===== config.mk =====
export PLATFORM = sky130hd
export DESIGN_NAME = s2p_gearbox
export DESIGN_NICKNAME = d
export VERILOG_FILES = /design/src/rtl/s2p_gearbox_pkg.sv /design/src/rtl/s2p_lane_buffer.sv /design/src/rtl/s2p_gearbox.sv
export SDC_FILE = /design/constraint.sdc
export NUM_CORES = 1
export LEC_CHECK = 0
export BUFFER_PORTS_ARGS = -buffer_cell sky130_fd_sc_hd__buf_2
export CAP_MARGIN = 20
export CORE_MARGIN = 5
export CORE_UTILIZATION = 55
export DETAILED_ROUTE_END_ITERATION = 12
export GPL_ROUTABILITY_DRIVEN = 0
export PLACE_DENSITY = 0.79
export REMOVE_ABC_BUFFERS = 1
export SYNTH_ARGS = -nofsm -noshare
export SYNTH_HDL_FRONTEND = slang
export SYNTH_SLANG_ARGS = --single-unit
export TNS_END_PERCENT = 30

===== constraint.sdc =====
create_clock -name clk -period 2.11 [get_ports clk]
set_clock_uncertainty 0.15 [all_clocks]
set_input_delay 0.1055 -clock clk [delete_from_list [all_inputs] [get_ports clk]]
set_output_delay 0.1055 -clock clk [all_outputs]
set_load 0.02 [all_outputs]

===== src/rtl/s2p_gearbox_pkg.sv =====
// s2p_gearbox_pkg: shared types, lane constants and sizing helper for the s2p gearbox (S2P_GEARBOX_FLUSH_EN selects flush)
package s2p_gearbox_pkg;
  typedef enum logic {ST_EMPTY, ST_FILL} state_e;
  localparam int unsigned LANE_NEWEST = 0;
  localparam int unsigned MIN_RATIO = 2;
  function automatic int unsigned cnt_w(input int unsigned ratio);
    return $clog2(ratio + 1);
  endfunction
endpackage


===== src/rtl/s2p_lane_buffer.sv =====
// s2p_lane_buffer: shift register holding the partial word, newest lane at the bottom
module s2p_lane_buffer
  import s2p_gearbox_pkg::*;
#(
  parameter int unsigned DATA_W = 32,
  parameter int unsigned LANES  = 3
) (
  input  logic                    clk,
  input  logic                    rst,
  input  logic                    i_clr,
  input  logic                    i_en,
  input  logic [DATA_W-1:0]       i_data,
  output logic [LANES*DATA_W-1:0] o_buf
);
  localparam int unsigned W = LANES * DATA_W;
  logic [W-1:0] r_buf;
  // each accepted word pushes older lanes toward the MSB end
  always_ff @(posedge clk)
    if (rst || i_clr) r_buf <= '0;
    else if (i_en) r_buf <= (r_buf << DATA_W) | (W'(i_data) << (LANE_NEWEST * DATA_W));
  assign o_buf = r_buf;
endmodule


===== src/rtl/s2p_gearbox.sv =====
// s2p_gearbox: packs RATIO input lanes MSB-first into one wide word; S2P_GEARBOX_FLUSH_EN enables partial-word flush
module s2p_gearbox
  import s2p_gearbox_pkg::*;
#(
  parameter int unsigned DATA_W = 32,
  parameter int unsigned RATIO  = 4,
  parameter int unsigned CNT_W  = cnt_w(RATIO)
) (
  input  logic                    clk,
  input  logic                    rst,
  input  logic                    clear,
  input  logic                    flush,
  input  logic [DATA_W-1:0]       i_data,
  input  logic                    i_valid,
  output logic                    i_ready,
  output logic [RATIO*DATA_W-1:0] o_data,
  output logic                    o_valid,
  input  logic                    o_ready,
  output logic [CNT_W-1:0]        o_count
);
  localparam int unsigned OW = RATIO * DATA_W;
  state_e r_state, w_state_nxt;
  logic [CNT_W-1:0] r_cnt, w_cnt_nxt;
  logic [OW-1:0] r_data, w_data_nxt, w_word;
  logic r_valid, w_valid_nxt;
  logic [(RATIO-1)*DATA_W-1:0] w_buf;
  logic w_acc, w_done, w_load;
  assign i_ready = !clear && (!r_valid || o_ready);
  assign w_acc   = i_valid && i_ready;
  assign w_done  = w_acc && (r_cnt == CNT_W'(RATIO - 1));
  s2p_lane_buffer #(.DATA_W(DATA_W), .LANES(RATIO - 1)) u_buf (
    .clk    (clk),
    .rst    (rst),
    .i_clr  (clear),
    .i_en   (w_acc),
    .i_data (i_data),
    .o_buf  (w_buf)
  );
`ifdef S2P_GEARBOX_FLUSH_EN
  logic [CNT_W-1:0] w_lanes, r_count;
  logic [OW-1:0] w_cat;
  assign w_lanes = r_cnt + CNT_W'(w_acc);
  assign w_cat   = w_acc ? {w_buf, i_data} : {{DATA_W{1'b0}}, w_buf};
  assign w_word  = w_cat << ((RATIO - int'(w_lanes)) * DATA_W);
  assign w_load  = w_done || (flush && i_ready && (r_state == ST_FILL || w_acc));
  // lane count of the word currently held in the output register
  always_ff @(posedge clk)
    if (rst || clear) r_count <= '0;
    else if (w_load) r_count <= w_lanes;
  assign o_count = r_count;
`else
  logic w_unused;
  assign w_unused = flush;
  assign w_word   = {w_buf, i_data};
  assign w_load   = w_done;
  assign o_count  = r_valid ? CNT_W'(RATIO) : '0;
`endif
  // fill state, counter and output register next values; clear beats load beats drain
  always_comb begin
    w_cnt_nxt   = (clear || w_load) ? '0 : w_acc ? ((r_state == ST_EMPTY) ? CNT_W'(1) : r_cnt + 1'b1) : r_cnt;
    w_valid_nxt = clear ? 1'b0 : w_load ? 1'b1 : o_ready ? 1'b0 : r_valid;
    w_data_nxt  = clear ? '0 : w_load ? w_word : r_data;
    w_state_nxt = (w_cnt_nxt == '0) ? ST_EMPTY : ST_FILL;
  end
  // state and output registers
  always_ff @(posedge clk)
    if (rst) begin
      r_state <= ST_EMPTY;
      r_cnt   <= '0;
      r_valid <= 1'b0;
      r_data  <= '0;
    end else begin
      r_state <= w_state_nxt;
      r_cnt   <= w_cnt_nxt;
      r_valid <= w_valid_nxt;
      r_data  <= w_data_nxt;
    end
  assign o_data  = r_data;
  assign o_valid = r_valid;
endmodule

==> impl_metrics.tcl <==
set metrics [dict create \
    final_common_cell "nand2_1" \
    coreArea_um2 16410 \
    io_buffer_count 167 \
    dp_hpwl_um 11810 \
    synth_top_family_by_area "simple AND/OR/NAND/NOR gates" \
    comb_power_share_pct 3.9 \
    synth_top_area_share_pct 50.25 \
    final.setup.tns_ns 0 \
    status "completed" \
    r2r_start "r_cnt[0]$_SDFF_PP0_" \
    crit_fanout 51 \
    maxCapViolCount 0 \
    track_usage_pct 21.04 \
    async_reset_ff_share_pct 0 \
    synth_compound_area_share_pct 11.15 \
    final_util_pct 67.65 \
    die_x_um 138.8 \
    overflow 0 \
    rows 47 \
    switching_share_pct 20.75 \
    insertion_delay_ns 0.50 \
    critPathRequiredTime_ns 1.85 \
    cts_root_buf "clkbuf_16" \
    vias 7638 \
    final_area_um2 11100 \
    cpPeakStageDelay_ns 0.40 \
    diodes 0 \
    worstSetupStartpointType "register" \
    nNetsFinal 1218 \
    layout_common_cells "258 x nand2_1, 229 x dfxtp_1, 167 x buf_2" \
    path_clk_slew_ns 0.06 \
    min_from "i_valid" \
    total_leakage_power_nw 4.034 \
    powerDensity_nw_per_um2 808.1 \
    cts_tree "yes" \
    dp_cells 1338 \
    grt_max_degree 106 \
    remaining_drc_errors 0 \
    path_cells "nor2b_4, clkbuf_16, nor2_1, buf_2" \
    synth_edf_count 0 \
    p_seq_share_pct 48.5 \
    die_h_um 138.8 \
    drv_slew 0 \
    drt_iter0_drc 517 \
    ys_warn_count 0 \
    setup_viol 0 \
    ys_seq_elements 229 \
    peakVddDrop_mv 0.6781 \
    cts_sinks 229 \
    rsz0062_at_grt "false" \
    reg2reg_setup_slack_ns 0.17 \
    hold_depth 4 \
    p_clk_share_pct 47.6 \
    synthFlopType "dfxtp_1" \
    synth_xor_area_share_pct 0 \
    initial_core_util_pct 55.60 \
    ant_nets 0 \
    cts_buffers 23 \
    switchingPower_w 0.001861 \
    htreeDepth 1 \
    crit_slowest_cell "dfxtp_1" \
    hold_end "r_cnt[0]$_SDFF_PP0_" \
    grt_pass1_wl_um 35400 \
    synth_cell_types 26 \
    crit_family "buffers and inverters" \
    synth.area.mux_share_pct 14.04 \
    synth_area_um2 9122 \
    drive_gt1_share_pct 19.43 \
    antenna_found_initial 0 \
    vias_per_cell 5.402 \
    r2r_end "o_data[100]$_SDFFE_PP0P_" \
    syn_inst 1030 \
    synthSimpleGateAreaFrac_pct 16.94 \
    drt_pre_antenna_iters 6 \
    dieArea_um2 19260 \
    power.total_w 0.008969 \
    ys_seq_area_share_pct 50.25 \
    io_pins 171 \
    syn_to_final_growth_pct 21.67 \
    hold_violations 0 \
    clockBufferDepth 3 \
    cp-end-kind "primary output" \
    synth_area_leaders "dfxtp_1 50%, mux2i_1 14%, nand2_1 11%" \
    crit_type "register to primary output" \
    post_cts_buffers 0 \
    max_freq_mhz 501.0 \
    ff2ff_path_depth 7 \
    grt_pass1_vias 7175 \
    p_int_w 0.007108 \
    synth_largest_area_cell "dfxtp_1" \
    fin_crit_sh_pct 94.61 \
    wirelength_um 21370 \
    synthAdderAreaFrac_pct 0.2743 \
    avgSynthCellArea_um2 8.857 \
    hp-class "input port to register" \
    fin_crit_ns 1.996 \
    cp.arrival_ns 1.74 \
    wl_per_cell_um 15.12 \
    dpl-instance-area_um2 9933 \
    crit_buf_inv 2 \
    final_cell_count_no_fill 1414 \
]
## flip-flops by register name (all words and copies together), names as in the netlist
signal	cells
o_valid	1
o_data	128
r_cnt	3
u_buf.o_buf	96
r_state	1
## what timing repair did
action                                  CTS  global route
endpoints found under the setup margin    0             4
resized for setup                         0             3
hold buffers                             34             0
endpoints found under the hold margin    72             0
## metal layers
metal | vias to the layer above | global-route usage, % | routed length [um] | part of all wire, %
met5 | - | 0 | 0 | 0
met4 | 0 | 5.252 | 426 | 2.0
met1 | 3644 | 26.79 | 9420 | 44
met2 | 191 | 36.36 | 10320 | 48
li1 | 3766 | - | - | -
met3 | 37 | 4.724 | 1207 | 5.6
## cells in the mapped netlist, types with 2 or more instances
cell type / number
buf_12: 13
nor2_1: 2
buf_6: 2
buf_4: 4
buf_1: 2
buf_2: 35
nand4b_1: 2
mux2i_1: 128
dfxtp_1: 229
nand3_1: 98
nand2_1: 258
o21ai_0: 100
clkbuf_1: 43
a21oi_1: 100
nand2b_1: 2
ha_1: 2
## cell type report
| type | instances | area, um^2 |
|---|---|---|
| clock buffers | 35 | 700.7 |
| clock inverters | 6 | 105.1 |
| fillers | 1286 | 5308 |
| inverters | 1 | 3.754 |
| multi-input cells | 701 | 3909 |
| flip-flops and latches | 229 | 4584 |
| well taps | 220 | 275.3 |
| repair buffers | 222 | 1521 |
## power by group through the flow
stage	logic [W]	clock network [W]	registers, W
global route	0.000382	0.00456	0.00435
floorplan	0.000162	0	0.00444
global placement	0.000298	0	0.00445
CTS	0.000347	0.00436	0.00435
finish	0.000350	0.00427	0.00435
detailed placement	0.000300	0	0.00445
## worst max-delay path by stage
stage / slack (ns) / end / cells past startpoint / start
after floorplan: -7.84 / r_cnt[0]$_SDFF_PP0_ / 3 / rst
after global placement: 0.24 / o_data[94]$_SDFFE_PP0P_ / 7 / r_cnt[0]$_SDFF_PP0_
after detailed placement: 0.16 / o_data[30]$_SDFFE_PP0P_ / 7 / r_cnt[0]$_SDFF_PP0_
after CTS: 0.06 / i_ready / 4 / o_valid$_SDFFE_PP0P_
after global routing: 0.02 / o_data[92]$_SDFFE_PP0P_ / 7 / r_cnt[0]$_SDFF_PP0_
final: 0.11 / i_ready / 4 / o_valid$_SDFFE_PP0P_
## worst register-to-register path, stage by stage (launching register included)
cell	delay, ns
dfxtp_1	0.38
ha_1	0.19
ha_1	0.14
nand2_1	0.11
nor3_4	0.19
buf_4	0.25
buf_12	0.20
mux2i_1	0.25
## cells by family after synthesis
family                   after synthesis
AND/OR/NAND/NOR                      367
flip-flops                           229
AO/OA/AOI/OAI                        202
multiplexers                         128
buffers and inverters                101
adder cells (fa/ha/maj)                2
other                                  1
## per-stage QoR
step / setup slack (ns) / hold WS (ns)
5_1_grt: 0.01562 / 0.1371
3_3_place_gp: 0.2401 / 0.1953
6_report: 0.1138 / 0.1075
4_1_cts: 0.06127 / 0.08451
2_1_floorplan: -7.835 / 0.02826
3_5_place_dp: 0.1573 / 0.1983
(Power assumes the default switching activity.)
